## config.mk

```make
export PLATFORM = sky130hd
export DESIGN_NAME = sample_loader
export DESIGN_NICKNAME = d
export VERILOG_FILES = /design/src/rtl/sample_loader.sv
export SDC_FILE = /design/constraint.sdc
export NUM_CORES = 1
export LEC_CHECK = 0
export ABC_CLOCK_PERIOD_IN_PS = 1500
export CORE_ASPECT_RATIO = 1.75
export CORE_MARGIN = 2
export CORE_UTILIZATION = 39
export CTS_BUF_LIST = sky130_fd_sc_hd__clkbuf_4 sky130_fd_sc_hd__clkbuf_8
export DETAILED_ROUTE_END_ITERATION = 7
export PLACE_DENSITY = 0.84
export SYNTH_ARGS = -nofsm -noshare
export SYNTH_HDL_FRONTEND = slang
export SYNTH_SLANG_ARGS = --single-unit
```

## constraint.sdc

```tcl
create_clock -name clk -period 1.5 [get_ports clk]
set_clock_uncertainty 0.2 [all_clocks]
set_input_delay 0.15 -clock clk [delete_from_list [all_inputs] [get_ports clk]]
set_output_delay 0.15 -clock clk [all_outputs]
set_load 0.02 [all_outputs]
```

## src/rtl/sample_loader.sv

```systemverilog
//==============================================================================
// Module      : sample_loader
// Description : Loads one 16-point complex frame into the FFT input buffer in
//               natural or bit-reversed order, zero-padding short frames.
// Revision    : 1.0 - initial release
//==============================================================================
`default_nettype none

module sample_loader #(
  parameter int N     = 16,
  parameter int WIDTH = 16
) (
  input  logic                    clk,
  input  logic                    rst,
  input  logic                    s_valid,
  output logic                    s_ready,
  input  logic signed [WIDTH-1:0] s_xr,
  input  logic signed [WIDTH-1:0] s_xi,
  input  logic                    s_last,
  input  logic                    bitrev_en,
  input  logic                    fft_done,
  output logic                    load,
  output logic [3:0]              addr_in,
  output logic signed [WIDTH-1:0] xr_in,
  output logic signed [WIDTH-1:0] xi_in,
  output logic                    frame_ready,
  output logic                    busy,
  output logic                    err_short,
  output logic                    err_long
);

  localparam logic [3:0] C_LAST = 4'(N - 1);

  typedef enum logic [1:0] {
    ST_FILL = 2'd0,
    ST_PAD  = 2'd1,
    ST_HOLD = 2'd2
  } state_t;

  state_t                  r_state;
  state_t                  w_state_nxt;
  logic [3:0]              r_cnt;
  logic                    r_brev;
  logic                    r_load;
  logic [3:0]              r_addr;
  logic signed [WIDTH-1:0] r_xr;
  logic signed [WIDTH-1:0] r_xi;
  logic                    r_last_wr;
  logic                    r_frame_ready;
  logic                    r_err_short;
  logic                    r_err_long;

  logic w_beat;
  logic w_cnt_last;
  logic w_brev_cur;

  function automatic logic [3:0] f_map(input logic [3:0] c, input logic rev);
    return rev ? {c[0], c[1], c[2], c[3]} : c;
  endfunction

  assign s_ready    = (r_state == ST_FILL) && !rst;
  assign busy       = (r_state != ST_FILL) && !rst;
  assign w_beat     = s_valid && s_ready;
  assign w_cnt_last = (r_cnt == C_LAST);
  // The first beat of a frame uses the live bitrev_en; later beats use the latched copy.
  assign w_brev_cur = (r_cnt == 4'd0) ? bitrev_en : r_brev;

  always_comb begin
    w_state_nxt = r_state;
    case (r_state)
      ST_FILL: begin
        if (w_beat) begin
          if (w_cnt_last)  w_state_nxt = ST_HOLD;
          else if (s_last) w_state_nxt = ST_PAD;
        end
      end
      ST_PAD:  if (w_cnt_last) w_state_nxt = ST_HOLD;
      ST_HOLD: if (fft_done)   w_state_nxt = ST_FILL;
      default: w_state_nxt = ST_FILL;
    endcase
  end

  always_ff @(posedge clk) begin
    if (rst) r_state <= ST_FILL;
    else     r_state <= w_state_nxt;
  end

  always_ff @(posedge clk) begin
    if (rst) begin
      r_cnt         <= 4'd0;
      r_brev        <= 1'b0;
      r_load        <= 1'b0;
      r_addr        <= 4'd0;
      r_xr          <= '0;
      r_xi          <= '0;
      r_last_wr     <= 1'b0;
      r_frame_ready <= 1'b0;
      r_err_short   <= 1'b0;
      r_err_long    <= 1'b0;
    end else begin
      r_load        <= 1'b0;
      r_err_short   <= 1'b0;
      r_err_long    <= 1'b0;
      r_last_wr     <= 1'b0;
      r_frame_ready <= r_last_wr;
      case (r_state)
        ST_FILL: begin
          if (w_beat) begin
            r_load <= 1'b1;
            r_addr <= f_map(r_cnt, w_brev_cur);
            r_xr   <= s_xr;
            r_xi   <= s_xi;
            if (r_cnt == 4'd0) r_brev <= bitrev_en;
            if (w_cnt_last) begin
              r_err_long <= !s_last;
              r_last_wr  <= 1'b1;
              r_cnt      <= 4'd0;
            end else begin
              r_err_short <= s_last;
              r_cnt       <= r_cnt + 4'd1;
            end
          end
        end
        ST_PAD: begin
          r_load <= 1'b1;
          r_addr <= f_map(r_cnt, r_brev);
          r_xr   <= '0;
          r_xi   <= '0;
          if (w_cnt_last) begin
            r_last_wr <= 1'b1;
            r_cnt     <= 4'd0;
          end else begin
            r_cnt <= r_cnt + 4'd1;
          end
        end
        ST_HOLD: if (fft_done) r_cnt <= 4'd0;
        default: r_cnt <= 4'd0;
      endcase
    end
  end

  assign load        = r_load;
  assign addr_in     = r_addr;
  assign xr_in       = r_xr;
  assign xi_in       = r_xi;
  assign frame_ready = r_frame_ready;
  assign err_short   = r_err_short;
  assign err_long    = r_err_long;

endmodule

`default_nettype wire

```

==> results of run 1 <==
[worst reg2reg max path, stage by stage, from the launching register on]
cell	delay, ns
dfxtp_4	0.37
buf_6	0.12
inv_4	0.04
a21o_2	0.24
buf_4	0.17
a21oi_1	0.18
a31oi_1	0.11
[state kept, by name, summed over array words and instances, names as in the netlist]
register,count
addr_in,4
err_long,1
err_short,1
frame_ready,1
load,1
r_brev,1
r_cnt,4
r_last_wr,1
r_state,2
xi_in,16
xr_in,16
[area by class of cell]
cell class | instances | area [µm²] | area share, %
Clock buffer | 8 | 97.6 | 3.17
Sequential cell | 48 | 973 | 31.7
Inverter | 6 | 25.0 | 0.814
Multi-Input combinational cell | 130 | 862 | 28.0
Tap cell | 52 | 65.1 | 2.12
Timing Repair Buffer | 108 | 1050 | 34.2
[layer usage]
metal / vias up / GRT usage, %
met2: 75 / 37.5
met5: - / 0
li1: 899 / -
met3: 4 / 3.49
met1: 881 / 19.1
met4: 0 / 6.94
[final timing paths]
| kind | from | end | depth (start not counted) |
|---|---|---|---|
| max reg2reg | r_state[0]$_SDFFE_PP0P_ | addr_in[2]$_SDFFE_PP0P_ | 6 |
| min | rst | r_state[1]$_SDFFE_PP0P_ | 2 |
| min reg2reg | r_last_wr$_SDFF_PP0_ | frame_ready$_SDFF_PP0_ | 1 |
| max | r_state[0]$_SDFFE_PP0P_ | addr_in[2]$_SDFFE_PP0P_ | 6 |
[layout by cell type, fill, tap and decap left out, types with 3 or more instances in the layout]
cell and count:
a22oi_1 30, dlygate4sd2_1 41, nand3_1 3, buf_4 20, dfxtp_4 3, o21ai_0 6, clkdlybuf4s50_1 35, buf_12 3
buf_6 3, nor2b_1 3, clkbuf_8 6, a21oi_1 7, inv_1 3, dfxtp_1 44, nor2_1 46, a22oi_2 3
clkbuf_16 3
[stage by stage]
stage | TNS [ns] | util, % | hold WS (ns) | instance area [µm²] | cells
2_1_floorplan | 0 | - | 0.0207 | 1880 | 199
3_3_place_gp | -12.90 | 60.7 | 0.218 | 2830 | 339
3_5_place_dp | -14.86 | 60.7 | 0.225 | 2830 | 339
4_1_cts | 0 | 62.7 | 0.0785 | 2930 | 348
5_1_grt | -0.966 | 65.9 | 0.113 | 3070 | 352
6_report | -0.0570 | 65.9 | 0.0794 | 3070 | 352
[repair_timing]
action	4_1_cts	5_1_grt
resized for setup	59	18
setup endpoints to repair	78	42
buffers inserted	1	1
gates cloned	0	3
pin swaps	1	4
hold buffers	0	0
[power breakdown]
part	internal (mW)	leakage (nW)	switching, mW
logic	0.364	0.939	0.328
clock network	0.413	0.0523	0.409
registers	1.34	0.394	0.0417
total	2.12	1.39	0.778
[logic make-up after synthesis]
group                      after synthesis
AOI/OAI and AO/OA                       56
DFF                                     48
muxes                                    2
adders and majority gates                2
xor gates and xnor gates                 2
and+or+nand+nor                         68
buffers and inverters                   21
==> flow_summary.yaml, run 1 <==
outcome:
  status: "finished, violations left"
  violations: "setup timing"
placed_design:
  io_buffers: 79
  gp_congestion: 0.845
  pre_cts_ws_ns: -0.409
  dpl.hpwl_um: 3700
drt:
  wl_met1_um: 2070
  drtPass1Iterations: 6
  routedWlPerCell_um: 16.2
  vias_per_cell: 5.28
  vias: 1859
  drt.antenna.violating_nets: 0
  wl_met3_um: 274
  drt_drc_violations_left: 0
  first_iter_violations: 56
  dr_wl_met2_um: 3300
  top_layer_used: "met4"
  wl_um: 5710
timing:
  setup_viol: 1
  finalHoldViolations: 0
  min_period_over_period_pct: 104
  worst_pin_slew_ns: 0.305
  slew_viol_final: 0
  fmax_mhz: 642
  rsz0062_at_grt: "true"
  slew_headroom_pct: 79.7
  fin_crit_ns: 1.56
  fin_ws_ns: -0.0570
final_layout:
  drive_above_1_share_pct: 21.0
  fin_nets: 339
  fillers: 382
  area_growth_syn_to_layout_pct: 64.0
  diodes: 0
synthesis:
  synth.most_common_cell: "dfxtp_1"
  synth_top_family_by_area: "compound AO/OA/AOI/OAI gates"
  avgSynthCellArea_um2: 9.42
  ys_warn_count: 0
  synth_xor_area_share_pct: 0.935
  netlist.area_leader.share_pct: 51.3
  synthCells: 199
  synth_edf_count: 0
  ys_types: 36
  ys_seq_elements: 48
  synth_nets: 239
  synthSimpleGateAreaFrac_pct: 17.7
  synth_area_leaders: "dfxtp_1, a22oi_1, nor2_1"
  synthAdderAreaFrac_pct: 1.34
  synth_compound_area_share_pct: 21.0
  seq_area_frac_synth_pct: 51.3
  ys.flop_type: "dfxtp_1"
  syn_area_um2: 1870
  synthMuxAreaShare_pct: 1.07
  synth_common_cells: "dfxtp_1, nor2_1, a22oi_1, a21oi_1, o21ai_0"
  synthArstFlopShare_pct: 0
  synth_area_leader_cell: "dfxtp_1"
global_routing:
  antenna_found_initial: 0
  grt_max_degree: 30
  grt_first_pass_wirelength_um: 7920
  grt.total_usage_pct: 18.9
  first_global_vias: 1684
  grt-ovfl-total: 0
setup_path:
  crit_slowest_cell: "dfxtp_4"
  crit_arrival_ns: 1.54
  crit_family: "compound AO/OA/AOI/OAI gates"
  crit_path_end_kind: "flip-flop"
  cp-start-kind: "flip-flop"
  timing.critical_path.buf_inv: 3
  path_cells: "buf_6 -> inv_4 -> a21o_2 -> buf_4 -> a21oi_1 -> a31oi_1"
  cp_max_fo: 5
  critPathRequiredTime_ns: 1.49
  critPathKind: "reg2reg"
  rrSetupSlack_ns: -0.06
  crit_path_max_incr_delay_ns: 0.37
power_and_ir_drop:
  power_mw: 2.89
  p_leak_nw: 1.39
  ir_drop_v: 0.000771
  power_density_nw_per_um2: 942
clock_network:
  htree_num_levels: 2
  clock-sinks: 48
  root_buffer: "clkbuf_8"
  tritoncts: "built"
  clock_latency_ns: 0.30
  cts_buffers: 5
  clkTransAtPathRegs_ns: 0.09
  max-clock-path-buffers: 2
floorplan:
  initial_core_util_pct: 40.2
  core_um2: 4670
  rows: 33
  die_y_um: 95.7
  pin_count: 80
  die_x_um: 56.4
  die-area_um2: 5400
run:
  drv_cap: 0
hold_path:
  hold_class: "in2reg"
No activity file was read; power rests on OpenSTA's default activity.
==> run 2, diff against run 1 <==
- CELL_PAD_IN_SITES_DETAIL_PLACEMENT: not set -> 1
- CELL_PAD_IN_SITES_GLOBAL_PLACEMENT: not set -> 2
- CORE_UTILIZATION: 39 -> 22
- PLACE_DENSITY: 0.84 -> 0.82
==> run 2 against run 1 <==
  * The run still ends with setup timing left
  * Hold slack better by 0.16 ns
  * Register-to-register slack better by 0.04 ns
  * Design area is 2.1% higher
  * Sequential share of layout area is 0.56 points lower
  * Power hardly changed
  * Global-route usage is 4.9 points lower
  * Wire length is 11% higher
  * Clock power is 1% lower
  * Setup slack better by 0.040 ns
  * Via count is 1.5% lower
  * Die area is 72% higher
  * Utilization is 28 points lower
  * Largest power group unchanged
  * Highest routed layer unchanged
==> flow_summary.yaml, run 2 (synthesized netlist as in run 1, its figures left out) <==
final_layout:
  fillers: 951
  area_growth_syn_to_layout_pct: 67.4
  multi_input_area_um2: 905
  diodes: 0
  regArea_um2: 976
  drive_above_1_share_pct: 22.4
  mostFrequentLayoutCells: "nor2_1, dfxtp_1, dlygate4sd2_1"
  fin_cells: 414
  fin_nets: 339
  final_common_cell: "nor2_1"
power_and_ir_drop:
  power_switching_uw: 832
  p_clk_share_pct: 28.0
  power_density_nw_per_um2: 923
  switching_share_pct: 28.7
  p_int_mw: 2.06
  ir_drop_v: 0.000452
  pwr-share-seq_pct: 48.0
  p_leak_nw: 1.37
  power_frac_comb_pct: 24.0
  power_mw: 2.90
setup_path:
  timing.critical_path.buf_inv: 1
  cp-start-kind: "flip-flop"
  critPathKind: "reg2reg"
  crit_arrival_ns: 1.54
  crit_path_max_incr_delay_ns: 0.34
  crit_slowest_cell: "dfxtp_2"
  cp_max_fo: 10
  crit_path_end_kind: "flip-flop"
  path_cells: "buf_6 -> o211a_4 -> or3_1 -> a31oi_1"
  crit_family: "compound AO/OA/AOI/OAI gates"
  critPathRequiredTime_ns: 1.53
drt:
  drtPass1Iterations: 4
  vias_per_cell: 4.42
  first_iter_violations: 84
  routedWlPerCell_um: 15.3
  vias: 1831
  drt.antenna.violating_nets: 0
  wl_um: 6330
  drt_drc_violations_left: 0
clock_network:
  htree_num_levels: 2
  holdBufCountCts: 0
  clock_latency_ns: 0.31
  cts_buffers: 5
  tritoncts: "built"
  max-clock-path-buffers: 2
  root_buffer: "clkbuf_8"
  clock-sinks: 48
  clkTransAtPathRegs_ns: 0.09
global_routing:
  first_global_vias: 1951
  grt.total_usage_pct: 14.0
  grt-ovfl-total: 0
  grt_max_degree: 27
  antenna_found_initial: 0
  grt_first_pass_wirelength_um: 9810
floorplan:
  die_x_um: 73.8
  die_y_um: 126
  die-area_um2: 9300
  initial_core_util_pct: 22.5
  core_um2: 8310
  rows: 44
  pin_count: 80
hold_path:
  hold_class: "in2reg"
timing:
  slew_headroom_pct: 81.0
  rsz0062_at_grt: "true"
  slew_viol_final: 0
  fmax_mhz: 659
  fin_crit_ns: 1.52
  fin_hold_ws_ns: 0.238
  fin_ws_ns: -0.0166
  worst_pin_slew_ns: 0.285
  min_period_over_period_pct: 101
  finalHoldViolations: 0
  setup_viol: 1
  setup_tns_ns: -0.0166
placed_design:
  gp_congestion: 0.823
  dpl.hpwl_um: 4510
  pre_cts_ws_ns: -0.452
  io_buffers: 79
  dp_cells: 405
outcome:
  status: "finished, violations left"
  violations: "setup timing"
run:
  drv_cap: 0
## run 2: stage by stage
stage | cell area, µm² | util (%)
global placement | 2940 | 35.3
floorplan | 1880 | -
finish | 3140 | 37.7
CTS | 3060 | 36.8
detailed placement | 2940 | 35.3
global route | 3140 | 37.7
## run 2: final timing paths
path                           start                      end  slack (ns)  cells past startpoint
max          r_state[1]$_SDFFE_PP0P_  addr_in[3]$_SDFFE_PP0P_       -0.02                      4
min                              rst   xr_in[10]$_SDFFE_PP0P_        0.24                      4
max reg2reg  r_state[1]$_SDFFE_PP0P_  addr_in[3]$_SDFFE_PP0P_       -0.02                      4
min reg2reg     r_last_wr$_SDFF_PP0_   frame_ready$_SDFF_PP0_        0.26                      1
## run 2: worst register-to-register path: cells and delay by family, from the launching register on
kind / cells / cell delay (ns)
AND/OR/NAND/NOR: 1 / 0.32
buffers and inverters: 1 / 0.15
flip-flops: 1 / 0.34
AO/OA/AOI/OAI: 2 / 0.43
## run 2: power by group through the flow
stage | Sequential (mW) | Combinational, mW | Clock [mW]
finish | 1.39 | 0.695 | 0.812
CTS | 1.38 | 0.678 | 0.850
floorplan | 1.47 | 0.251 | 0
global route | 1.40 | 0.744 | 0.899
detailed placement | 1.41 | 0.667 | 0
global placement | 1.41 | 0.653 | 0
## run 2: what timing repair did
action | 4_1_cts | 5_1_grt
gates resized for setup | 70 | 20
setup buffers | 2 | 0
pin swaps | 3 | 4
setup endpoints to repair | 85 | 16
## run 2: per-layer routing
| metal | GRT usage, % | routed length [µm] | up-vias |
|---|---|---|---|
| met2 | 25.5 | 3600 | 39 |
| li1 | - | - | 897 |
| met1 | 14.3 | 2370 | 885 |
| met3 | 2.56 | 161 | 10 |
| met4 | 7.70 | 201 | 0 |
| met5 | 0 | 0 | - |
## run 2: area by class of cell
cell class | instances | area share [%]
Clock buffer | 6 | 2.63
Clock inverter | 1 | 0.279
Inverter | 6 | 0.957
Multi-Input combinational cell | 130 | 28.8
Sequential cell | 48 | 31.1
Tap cell | 115 | 4.59
Timing Repair Buffer | 108 | 31.6
==> RTL edit 1 (settings of run 1) <==
The parameter `WIDTH` goes from 16 to 32.
--- a/src/rtl/sample_loader.sv
+++ b/src/rtl/sample_loader.sv
@@ -9,5 +9,5 @@
 module sample_loader #(
   parameter int N     = 16,
-  parameter int WIDTH = 16
+  parameter int WIDTH = 32
 ) (
   input  logic                    clk,
Ports: changed (resized s_xi, s_xr, xi_in and xr_in); port bits go from 80 to 144. No check against the original RTL was run, so the function may have changed too.
==> RTL edit 1 against run 1 <==
- synthesized cell count grew 58%
- the flow still finishes with violations (negative setup slack)
- count of clock-buffer cells in the layout up 4
- routed wire length increased by 110%
- total power up 83%
- global-route usage rose by 5.3 points
- area after synthesis increased by 59%
- setup slack worse by 0.14 ns
- sequential cell count up 32
- design area increased by 87%
==> RTL edit 1: results (changes against run 1) <==
Root Buffer clkbuf_8; initial antenna violation count 0 (unchanged); number of flops mapped to enable cells by yosys 0 (unchanged); GP Congestion 0.965 (+14%); commonest cells in the netlist nor2_1 (82), dfxtp_1 (80), a22oi_1 (65); wirelength, routed 11900 um (+110%); final setup margin -0.193 ns (-0.136 ns); ant diodes 0 (unchanged); FILL cells 477 (+25%); vias 3277 (+76%); Top FF cell, synth dfxtp_1; largest cells by area after synthesis dfxtp_1 (54%), a22oi_1 (16%), nor2_1 (10%); Post-Synth XOR/XNOR Area 0% (-0.93 points); Leak 0.00245 uW (+77%); crit-path max cell delay 0.38 ns; post-synthesis mux area share 0.335% (-0.73 points); DP Wirelength 6510 um (+76%); Worst slew margin 73.9% (-5.8 points); TritonCTS buffer count 9 (+4); Hold Path Depth 3 (+1); global-route wire length before repair 15600 um (+97%); max_cap viols 0 (unchanged); setup tns final -3.97 ns (-3.91 ns); asr flop ratio synth 0% (unchanged); nets 569 (+68%); Worst R2R Path Depth 7 (+1); Place WS -0.423 ns (-0.0142 ns); synth warn 0 (unchanged); min-delay worst type primary input to flip-flop; Worst Path Max Fanout 8 (+3); net count after synthesis 386 (+62%); vias in the first global route 3225 (+92%); Clock Latency Late Sink 0.37 ns (+0.07 ns); largest net degree at the start of global routing 39 (+30%); count of different cell masters after synthesis 38 (+5.6%); status finished with violations; failing checks negative setup slack; post-synthesis compound-gate area fraction 21.8% (+0.81 points); H-tree depth 3 (+1); Worst Path Arrival 1.73 ns (+0.19 ns); initial DRC count 282 (+400%); Worst-path clk slew 0.08 ns; Total GRT Usage 24.2% (+5.3 points); Peak VDD IR 0.000801 V (+3.9%); DR pass1 iterations 4 (-2); Buffers on Ports 143 (+81%); slowest stage cell, crit path dfxtp_4; layout cells sized above 1 34.5% (+13 points); Post-Synth Adder-Cell Area 0.837% (-0.50 points); Seq/Total Area, Yosys 53.6% (+2.3 points); # setup viols final 63 (+62); CP delay by family, top buffers and inverters; Max clock buf depth 2 (unchanged)
[RTL edit 1: cell types whose count changed in the layout (fill, tap and decap cells not counted), sizes merged, moves of 3 or more]
cell	delta
a21oi	-3
a22oi	+32
a311oi	+3
buf	+25
clkbuf	+8
clkdlybuf4s50	+32
dfxtp	+32
dlygate4sd2	+32
nand4b	+3
nor2	+35
o21ai	-4
[RTL edit 1: logic make-up after synthesis]
kind of cell,after synthesis
compound gates,87
fa+ha+maj,2
buf+inv,33
flops,80
mux,1
simple gates,111
[RTL edit 1: through the flow]
stage / instance area [um2] / utilization (%) / instances
2_1_floorplan: 3000 / - / 314
3_3_place_gp: 4640 / 61.8 / 546
3_5_place_dp: 4640 / 61.8 / 546
4_1_cts: 5230 / 69.6 / 577
5_1_grt: 5750 / 76.6 / 590
6_report: 5750 / 76.6 / 590
[RTL edit 1: tightest hold or removal path: stages]
cell    delay, ns
buf_2        0.16
buf_4        0.23
nor2_1       0.10
[RTL edit 1: worst paths after layout]
path	to	from	slack [ns]
min reg2reg	frame_ready	r_last_wr	0.27
max reg2reg	xi_in[5]	r_state[0]	-0.19
min	xr_in[0]	rst	0.11
max	xi_in[5]	r_state[0]	-0.19
[RTL edit 1: timing repair]
action / 4_1_cts / 5_1_grt
gates resized for setup: 138 / 67
setup buffers: 9 / 5
hold buffers: 0 / 0
cloned: 6 / 9
pin swaps: 18 / 55
setup endpoints to repair: 148 / 78
[RTL edit 1: report_power, final]
part | internal (uW) | switching, uW | leakage [uW] | total (uW)
clock | 833 | 809 | 0.000105 | 1640
combinational | 722 | 649 | 0.00169 | 1370
sequential | 2220 | 72.8 | 0.000656 | 2300
total | 3780 | 1530 | 0.00245 | 5310
[RTL edit 1: cell type report]
| class | count | area share (%) |
|---|---|---|
| clock buffer | 12 | 2.54 |
| sequential | 80 | 28.1 |
| timing repair buffer | 200 | 36.9 |
| inverter | 4 | 0.391 |
| multi-input combinational | 202 | 29.3 |
| clock inverter | 4 | 0.935 |
| tap | 88 | 1.91 |
[RTL edit 1: layer usage]
metal,GRT usage [%],share of wire (%),up-vias
li1,-,-,1496
met1,23.5,34,1589
met2,45.7,57,156
met3,5.63,5.7,36
met4,13.3,3.7,0
met5,0,0,-
==> RTL edit 2 (settings of run 1) <==
Without the edit above. Make the reset (`rst`) asynchronous in 2 clocked blocks.
--- a/src/rtl/sample_loader.sv
+++ b/src/rtl/sample_loader.sv
@@ -81,10 +81,10 @@
   end
 
-  always_ff @(posedge clk) begin
+  always_ff @(posedge clk or posedge rst) begin
     if (rst) r_state <= ST_FILL;
     else     r_state <= w_state_nxt;
   end
 
-  always_ff @(posedge clk) begin
+  always_ff @(posedge clk or posedge rst) begin
     if (rst) begin
       r_cnt         <= 4'd0;
Behaviour: differs if rst is asserted again (counterexample within 4 cycles, from zero or initial values and one cycle with rst high); with rst held inactive, the same outputs for 10 cycles.
==> RTL edit 2 against run 1 <==
- the flow still finishes with violations (negative setup slack)
- routed wire length up 4.2%
- sequential cell count unchanged
- first-iteration DRC count down 16%
- setup slack worse by 0.16 ns
- area after synthesis up 3.8%
- design area up 10%
- critical path type unchanged
- highest routed layer unchanged
Power is not compared: it rests on default switching activity, and its combinational part moved more than twofold at a synthesized area within 25%.
==> RTL edit 2: results (changes against run 1) <==
status finished with violations; failing checks negative setup slack; Worst slew margin 80.1% (+0.44 points); Root Buffer clkbuf_8; global-route wire length before repair 9150 um (+16%); vias 1759 (-5.4%); Worst Path Arrival 1.71 ns (+0.17 ns); drt wl/cell 18.0 um (+11%); placed insts 307 (-9.4%); initial antenna violation count 0 (unchanged); Leak 0.00170 uW; Total GRT Usage 20.9% (+2.0 points); DR pass1 iterations 4 (-2); TritonCTS buffer count 5 (unchanged); final hold vios 0 (unchanged); synth warn 0 (unchanged); layout cells sized above 1 29.6% (+8.6 points); Max clock buf depth 2 (unchanged); Worst Path Max Fanout 4 (-1); initial DRC count 47 (-16%); largest cells by area after synthesis dfrtp_1 (62%), a22o_1 (15%), nand2_1 (2.5%); Seq/Total Area, Yosys 61.7% (+10 points); ant diodes 0 (unchanged); wirelength, routed 5940 um (+4.2%); cells after synthesis 156 (-22%); largest net degree at the start of global routing 26 (-13%); Worst-path clk slew 0.09 ns (about the same); nets 316 (-6.8%); Buffers on Ports 79 (unchanged); min-delay worst type flip-flop to flip-flop; vias in the first global route 1895 (+13%); asr flop ratio synth 100% (+100 points); Place WS -0.411 ns (-0.00228 ns); # setup viols final 45 (+44); commonest cells in the netlist dfrtp_1 (48), a22o_1 (33), nand2_1 (13); count of different cell masters after synthesis 30 (-17%); DP Wirelength 3880 um (+4.9%); H-tree depth 2 (unchanged); final setup margin -0.220 ns (-0.163 ns); GP Congestion 0.901 (+6.6%); setup tns final -5.98 ns (-5.93 ns); Peak VDD IR 0.00129 V; cell area after placement 2980 um2 (+5.3%); post-synth top area cell dfrtp_1; Clock Latency Late Sink 0.30 ns (about the same); net count after synthesis 196 (-18%)
[RTL edit 2: metrics by stage]
step	total power [uW]	hold slack [ns]	util (%)
floorplan	2980	0.0157	-
global placement	4030	0.136	61.0
global route	5710	0.184	69.2
detailed placement	4080	0.148	61.0
CTS	5120	0.168	66.0
finish	5390	0.165	69.2
[RTL edit 2: path summary, 6_finish.rpt]
path | start | end | slack, ns | cells after the start
worst max-delay path | r_state[1] | r_brev | -0.22 | 6
worst min-delay path | r_last_wr | frame_ready | 0.16 | 0
worst max register to register | r_state[1] | r_brev | -0.22 | 6
worst min register to register | r_last_wr | frame_ready | 0.16 | 0
max in group asynchronous | rst | err_long | 0.40 | 4
min in group asynchronous | rst | r_state[0] | 0.53 | 4
[RTL edit 2: kinds of logic (layout without fill, tap and decap cells)]
| group | after synthesis | count (layout) | share of synthesized area [%] |
|---|---|---|---|
| buffers and inverters | 16 | 137 | 4.50 |
| multiplexers | 2 | 2 | 1.16 |
| adder cells (fa/ha/maj) | 2 | 2 | 1.29 |
| flip-flops | 48 | 48 | 61.7 |
| AO/OA/AOI/OAI | 52 | 52 | 20.8 |
| AND/OR/NAND/NOR | 36 | 36 | 10.5 |
[RTL edit 2: critical path: stages, from the launching register on]
cell	delay (ns)
dfrtp_1	0.42
buf_12	0.15
buf_12	0.12
nor3_4	0.25
buf_4	0.16
nand2_1	0.06
mux2_2	0.26
[RTL edit 2: timing repair]
action                     CTS  global route
hold endpoints to repair    48             0
setup endpoints to repair   83            46
resized for setup           74            28
pin swaps                   26            21
hold buffers                 1             0
gates cloned                 3             1
buffers inserted            10             3
[RTL edit 2: area by class of cell]
class	count	area, um2
clock buffer	6	76.3
clock inverter	2	35.0
fill	363	1510
inverter	7	26.3
multi-input combinational	92	797
sequential	48	1200
tap	54	67.6
timing repair buffer	122	1180
[RTL edit 2: power by group]
group          leakage, uW  switching [uW]  total [uW]  internal [uW]
sequential        0.000637             235        1830           1590
clock            0.0000586             420         934            513
combinational      0.00100            1340        2630           1290
[RTL edit 2: per-layer routing]
metal	vias up	share of wire, %	global-route usage, %
li1	809	-	-
met4	0	1.4	6.44
met2	50	60	38.6
met3	7	3.2	3.46
met5	-	0	0
met1	893	36	23.4
